### src/rtl/mips_multicycle.sv
// rtl/mips_multicycle.sv - multicycle MIPS subset core with a single req/ready memory port
module mips_multicycle #(
    parameter logic [31:0] PC_RESET     = 32'h0000_0000,
    parameter int          MEM_ADDR_W   = 32,
    parameter int          MEM_WAIT_MAX = 255
) (
    input  logic                  clock,
    input  logic                  reset,
    output logic                  mem_req,
    output logic                  mem_we,
    output logic [MEM_ADDR_W-1:0] mem_addr,
    output logic [31:0]           mem_wdata,
    input  logic [31:0]           mem_rdata,
    input  logic                  mem_ready,
    output logic [31:0]           pc,
    output logic [31:0]           ula_result,
    output logic [31:0]           data_mem,
    output logic                  halted,
    output logic [1:0]            fault
);
    localparam logic [5:0] OP_R    = 6'h00;
    localparam logic [5:0] OP_LW   = 6'h23;
    localparam logic [5:0] OP_SW   = 6'h2B;
    localparam logic [5:0] OP_BEQ  = 6'h04;
    localparam logic [5:0] OP_J    = 6'h02;
    localparam logic [5:0] OP_ADDI = 6'h08;

    localparam logic [5:0] FN_ADD = 6'h20;
    localparam logic [5:0] FN_SUB = 6'h22;
    localparam logic [5:0] FN_AND = 6'h24;
    localparam logic [5:0] FN_OR  = 6'h25;
    localparam logic [5:0] FN_SLT = 6'h2A;

    localparam logic [1:0] FAULT_ILLEGAL = 2'b01;
    localparam logic [1:0] FAULT_ALIGN   = 2'b10;
    localparam logic [1:0] FAULT_BUS     = 2'b11;

    localparam int WAIT_W      = (MEM_WAIT_MAX > 1) ? $clog2(MEM_WAIT_MAX + 1) : 1;
    localparam int WAIT_LAST_I = (MEM_WAIT_MAX > 0) ? MEM_WAIT_MAX - 1 : 0;
    localparam logic [WAIT_W-1:0] WAIT_LAST = WAIT_LAST_I[WAIT_W-1:0];

    typedef enum logic [2:0] {S_FETCH, S_DECODE, S_EXEC, S_MEM, S_WB, S_HALT} state_t;

    state_t              state;
    state_t              next_state;
    logic [1:0]          next_fault;
    logic                started;
    logic [WAIT_W-1:0]   wait_cnt;
    logic [31:0]         ir;
    logic [31:0]         a_q;
    logic [31:0]         b_q;
    logic [31:0]         rf [32];

    logic [5:0]  opcode;
    logic [4:0]  rs;
    logic [4:0]  rt;
    logic [4:0]  rd;
    logic [5:0]  funct;
    logic [31:0] imm_sext;
    logic [31:0] pc_plus4;
    logic [31:0] branch_pc;
    logic [31:0] jump_pc;
    logic [31:0] alu_y;
    logic [4:0]  wr_idx;
    logic [31:0] wb_data;
    logic        op_legal;
    logic        mem_accept;
    logic        wait_expired;

    assign opcode    = ir[31:26];
    assign rs        = ir[25:21];
    assign rt        = ir[20:16];
    assign rd        = ir[15:11];
    assign funct     = ir[5:0];
    assign imm_sext  = {{16{ir[15]}}, ir[15:0]};
    assign pc_plus4  = pc + 32'd4;
    assign branch_pc = pc_plus4 + {imm_sext[29:0], 2'b00};
    assign jump_pc   = {pc_plus4[31:28], ir[25:0], 2'b00};
    assign wr_idx    = (opcode == OP_R) ? rd : rt;
    assign wb_data   = (opcode == OP_LW) ? data_mem : ula_result;

    // No request in the first cycle after reset: the port stays quiet until the core is running.
    assign mem_req   = started && ((state == S_FETCH) || (state == S_MEM));
    assign mem_we    = (state == S_MEM) && (opcode == OP_SW);
    assign mem_addr  = (state == S_MEM) ? ula_result[MEM_ADDR_W-1:0] : pc[MEM_ADDR_W-1:0];
    assign mem_wdata = b_q;
    assign halted    = (state == S_HALT);

    assign mem_accept   = mem_req && mem_ready;
    assign wait_expired = (MEM_WAIT_MAX != 0) && mem_req && !mem_ready && (wait_cnt == WAIT_LAST);

    always_comb begin
        op_legal = 1'b0;
        case (opcode)
            OP_R:                              op_legal = funct inside {FN_ADD, FN_SUB, FN_AND, FN_OR, FN_SLT};
            OP_LW, OP_SW, OP_BEQ, OP_J, OP_ADDI: op_legal = 1'b1;
            default:                           op_legal = 1'b0;
        endcase
    end

    always_comb begin
        alu_y = a_q + imm_sext;
        case (opcode)
            OP_R: begin
                case (funct)
                    FN_SUB:  alu_y = a_q - b_q;
                    FN_AND:  alu_y = a_q & b_q;
                    FN_OR:   alu_y = a_q | b_q;
                    FN_SLT:  alu_y = {31'd0, $signed(a_q) < $signed(b_q)};
                    default: alu_y = a_q + b_q;
                endcase
            end
            OP_BEQ:  alu_y = a_q - b_q;
            OP_J:    alu_y = jump_pc;
            default: alu_y = a_q + imm_sext;
        endcase
    end

    always_comb begin
        next_state = state;
        next_fault = fault;
        case (state)
            S_FETCH: begin
                if (mem_accept) begin
                    next_state = S_DECODE;
                end else if (wait_expired) begin
                    next_state = S_HALT;
                    next_fault = FAULT_BUS;
                end
            end
            S_DECODE: begin
                if (op_legal) begin
                    next_state = S_EXEC;
                end else begin
                    next_state = S_HALT;
                    next_fault = FAULT_ILLEGAL;
                end
            end
            S_EXEC: begin
                case (opcode)
                    OP_LW, OP_SW: begin
                        if (alu_y[1:0] != 2'b00) begin
                            next_state = S_HALT;
                            next_fault = FAULT_ALIGN;
                        end else begin
                            next_state = S_MEM;
                        end
                    end
                    OP_BEQ, OP_J: next_state = S_FETCH;
                    default:      next_state = S_WB;
                endcase
            end
            S_MEM: begin
                if (mem_accept) begin
                    next_state = (opcode == OP_LW) ? S_WB : S_FETCH;
                end else if (wait_expired) begin
                    next_state = S_HALT;
                    next_fault = FAULT_BUS;
                end
            end
            S_WB:    next_state = S_FETCH;
            default: next_state = S_HALT;
        endcase
    end

    always_ff @(posedge clock) begin
        if (!reset) begin
            state <= S_FETCH;
            fault <= 2'b00;
        end else begin
            state <= next_state;
            fault <= next_fault;
        end
    end

    always_ff @(posedge clock) begin
        if (!reset) begin
            started    <= 1'b0;
            wait_cnt   <= '0;
            pc         <= PC_RESET;
            ir         <= 32'd0;
            a_q        <= 32'd0;
            b_q        <= 32'd0;
            ula_result <= 32'd0;
            data_mem   <= 32'd0;
            for (int i = 0; i < 32; i++) begin
                rf[i] <= 32'd0;
            end
        end else begin
            started  <= 1'b1;
            wait_cnt <= (mem_req && !mem_ready && !wait_expired) ? wait_cnt + 1'b1 : '0;
            case (state)
                S_FETCH: begin
                    if (mem_accept) ir <= mem_rdata;
                end
                S_DECODE: begin
                    a_q <= rf[rs];
                    b_q <= rf[rt];
                end
                S_EXEC: begin
                    ula_result <= alu_y;
                    if (opcode == OP_BEQ) pc <= (a_q == b_q) ? branch_pc : pc_plus4;
                    if (opcode == OP_J)   pc <= jump_pc;
                end
                S_MEM: begin
                    if (mem_accept) begin
                        if (opcode == OP_LW) begin
                            data_mem <= mem_rdata;
                        end else begin
                            data_mem <= b_q;
                            pc       <= pc_plus4;
                        end
                    end
                end
                S_WB: begin
                    // $0 is never written, so reads of it stay zero.
                    if (wr_idx != 5'd0) rf[wr_idx] <= wb_data;
                    pc <= pc_plus4;
                end
                default: ;
            endcase
        end
    end
endmodule

### config.mk
export PLATFORM = sky130hd
export DESIGN_NAME = mips_multicycle
export DESIGN_NICKNAME = d
export VERILOG_FILES = /design/src/rtl/mips_multicycle.sv
export SDC_FILE = /design/constraint.sdc
export NUM_CORES = 2
export LEC_CHECK = 0
export CORE_MARGIN = 3
export CORE_UTILIZATION = 60
export DETAILED_ROUTE_END_ITERATION = 10
export GPL_TIMING_DRIVEN = 0
export PLACE_DENSITY = 0.78
export SETUP_SLACK_MARGIN = 0.02
export SLEW_MARGIN = 15
export SYNTH_ARGS = -nofsm -noshare
export SYNTH_HDL_FRONTEND = slang
export SYNTH_SLANG_ARGS = --single-unit
### constraint.sdc
create_clock -name clock -period 6.5 [get_ports clock]
set_clock_uncertainty 0.15 [all_clocks]
set_input_delay 1.95 -clock clock [delete_from_list [all_inputs] [get_ports clock]]
set_output_delay 1.95 -clock clock [all_outputs]
set_load 0.01 [all_outputs]
==> results.py <==
metrics = {
    "hold_path": {
        "hold_path.startpoint": "wait_cnt[0]",
        "hold_class": "reg2reg",
        "hold_path_depth": 1,
        "hold_end": "wait_cnt[0]",
    },
    "die": {
        "io_pins": 200,
        "rows": 123,
        "dieArea_sq_mm": 0.119,
        "initial_core_util_pct": 60.8,
        "dieWidth_um": 344,
        "core_area_sq_mm": 0.113,
        "die_h_um": 344,
    },
    "cells_and_area": {
        "nFillCells": 7978,
        "drive_gt1_share_pct": 15.5,
        "syn_to_final_growth_pct": 12.1,
        "final_nets": 6124,
        "finalNonFillerCells": 7527,
    },
    "sta": {
        "slew_viol_final": 0,
        "clock.fmax_mhz": 155,
        "rsz0062_at_grt": "no",
        "tightestPinTransition_ns": 1.42,
        "fin_crit_sh_pct": 99.5,
        "setup_viol": 0,
        "slew_headroom_pct": 5.11,
        "setup_tns_ns": 0,
        "finalHoldWorstSlack_ns": 0.322,
        "hold_viol_final": 0,
        "period_needed_ns": 6.47,
    },
    "critical_path": {
        "worst_ep_required_time_ns": 6.73,
        "start_kind": "flop",
        "rr_worst_depth": 9,
        "r2r-start": "ir[31]",
        "critPathCaptureType": "flop",
        "worst-setup-path-type": "reg2reg",
        "r2r-end": "rf[9][4]",
        "path_max_fanout": 32,
        "rrSetupSlack_ns": 0.03,
        "worstPathArrival_ns": 6.70,
    },
    "logic_synthesis": {
        "syn_avg_cell_area_sq_um": 12.4,
        "async_flop_share_pct": 0,
        "synth-seq-cells": 1228,
        "synthMostInstantiatedCell": "nor2_1",
        "synth_warnings": 0,
        "synth-edff-count": 1024,
        "syn_inst": 5556,
        "synth.distinct_cells": 81,
        "syn-cell-area_sq_mm": 0.0687,
        "synth_top_area_cell": "edfxtp_1",
        "synthTopCellsByArea": "edfxtp_1 45%, mux4_2 21%, nor2_1 6.9%",
        "yosys.area.top_type_share_pct": 44.7,
        "ys.flop_type": "edfxtp_1",
        "synth_seq_area_share_pct": 50.7,
        "ys_top_cells_by_count": "1272 x nor2_1, 1024 x edfxtp_1, 640 x mux4_2, 414 x clkbuf_1, 353 x nand2_1",
    },
    "cts": {
        "cts_setup_buffers": 0,
        "postCtsResizedCells": 0,
        "cts-root-buf": "clkbuf_16",
        "cts_sinks": 1228,
        "numCtsBuffers": 130,
        "htreeDepth": 4,
        "tritoncts": "built",
        "clock_latency_ns": 0.77,
        "hold_buffers": 0,
        "path_clk_slew_ns": 0.06,
        "clk_path_buf_depth": 3,
    },
    "global_route": {
        "grt_util_all_layers_pct": 43.1,
        "grt_max_degree": 42,
        "grt_pass1_vias": 52900,
        "grt_first_pass_wirelength_um": 361000,
        "grt_overflow": 0,
        "antenna_found_initial": 13,
    },
    "power": {
        "power.density_mw_per_mm2": 290,
        "peakVddDrop_v": 0.000259,
        "leakage_nw": 25.4,
    },
    "flow_run": {
        "maxCapViolCount": 0,
    },
    "placed_design": {
        "port_buffers": 197,
        "routabilityCongestion": 1.04,
        "placedCellCount": 7294,
        "dp_hpwl_um": 199000,
    },
    "run_status": {
        "status": "completed",
    },
    "routing": {
        "wl_per_cell_um": 33.9,
        "drc": 0,
        "routed_wl_um": 255000,
        "via_per_inst": 7.12,
        "route.vias.total": 53600,
        "drt_pass1_iterations": 10,
        "drtAntennaViolNets": 0,
        "drt_iter0_markers": 7905,
    },
}
[cell type report]
type,instances,area [sq um],share of cell area (%)
plain buffers,504,1970,2.55
clock inverters,66,633,0.822
repair buffers,205,2110,2.74
diodes,5,12.5,0.0162
clock buffers,162,3430,4.45
inverters,122,458,0.594
well taps,1500,1880,2.44
flip-flops and latches,1228,34800,45.2
multi-input cells,3735,31700,41.2
[report_power, final]
| part | switching, mW | total (mW) | internal (mW) | leakage, nW |
|---|---|---|---|---|
| Sequential | 0.436 | 9.31 | 8.88 | 12.2 |
| Clock | 3.31 | 7.40 | 4.09 | 1.98 |
| Combinational | 3.56 | 5.67 | 2.10 | 11.2 |
| Total | 7.31 | 22.4 | 15.1 | 25.4 |
[kinds of logic after synthesis]
family          count (synthesis)  synth area share [%]
xor+xnor                      119                  1.52
fa+ha+maj                     163                  3.01
compound gates                787                  7.39
buf+inv                       626                  3.49
simple gates                 1852                  10.9
mux                           780                  23.0
other cells                     1               0.00546
flops                        1228                  50.7
[per-layer routing]
layer  share of wire [%]  wire length [um]  vias up  global-route usage, %
met5               0.033                85        -                      0
met4                 8.4             21500       12                   29.7
met1                  32             80600    26200                   50.5
li1                    -                 -    21600                      -
met2                  47            121000     4623                   70.0
met3                  13             32100     1090                   11.1
[worst max-delay path, stage by stage, from the launching register on]
cell	delay, ns
dfxtp_1	0.38
or4_1	0.53
clkbuf_1	0.19
nor3_1	0.98
clkbuf_1	0.78
nand3b_1	0.16
a21oi_1	1.09
nand2_1	0.62
clkbuf_1	0.42
nand2_2	0.74
[worst max-delay path by stage]
stage / startpoint / endpoint / cells after the start
after global routing: pc[2] / pc[31] / 19
after CTS: ir[17] / rf[15][9] / 8
after floorplan: pc[2] / pc[31] / 18
final: ir[31] / rf[9][4] / 9
after detailed placement: reset / rf[29][5] / 6
after global placement: ir[17] / rf[7][6] / 8
[stage by stage]
step | utilization, % | cell area, sq um | power [mW] | setup WS [ns]
CTS | 68.1 | 77000 | 22.1 | 0.371
floorplan | - | 68900 | 12.8 | 2.28
global placement | 64.3 | 72700 | 14.8 | 0.0277
global route | 68.1 | 77000 | 22.8 | 0.0638
detailed placement | 64.5 | 72900 | 14.9 | 0.449
finish | 68.1 | 77000 | 22.4 | 0.0315
[state kept, by name, indices dropped and copies added (netlist names)]
name and count:
state 3, fault 2, pc 30, a_q 32
wait_cnt 8, rf 1024, ir 32, mem_wdata 32
started 1, data_mem 32, ula_result 32
[cells in the final DEF (no fill, tap or decap), types with 31 or more instances in the layout]
| master | Yosys | final |
|---|---|---|
| a31oi_1 | 32 | 32 |
| ha_1 | 159 | 159 |
| nor3_1 | 36 | 36 |
| conb_1 | 1 | 34 |
| a21o_1 | 48 | 48 |
| mux2i_1 | 139 | 139 |
| xnor2_1 | 83 | 83 |
| xor2_1 | 36 | 36 |
| inv_1 | 121 | 121 |
| a221oi_1 | 35 | 35 |
| edfxtp_1 | 1024 | 1024 |
| clkbuf_1 | 414 | 435 |
| a21oi_1 | 215 | 215 |
| nand2_1 | 353 | 322 |
| o21ai_0 | 152 | 152 |
| buf_2 | 26 | 32 |
| nand2_2 | 0 | 31 |
| nor2_1 | 1272 | 1271 |
| nand3_1 | 41 | 41 |
| mux4_2 | 640 | 640 |
| buf_1 | 61 | 49 |
| a211oi_1 | 124 | 124 |
| dfxtp_1 | 204 | 203 |
| clkbuf_16 | 0 | 132 |
| clkdlybuf4s50_1 | 0 | 197 |
Power figures use the tool's default switching activity.
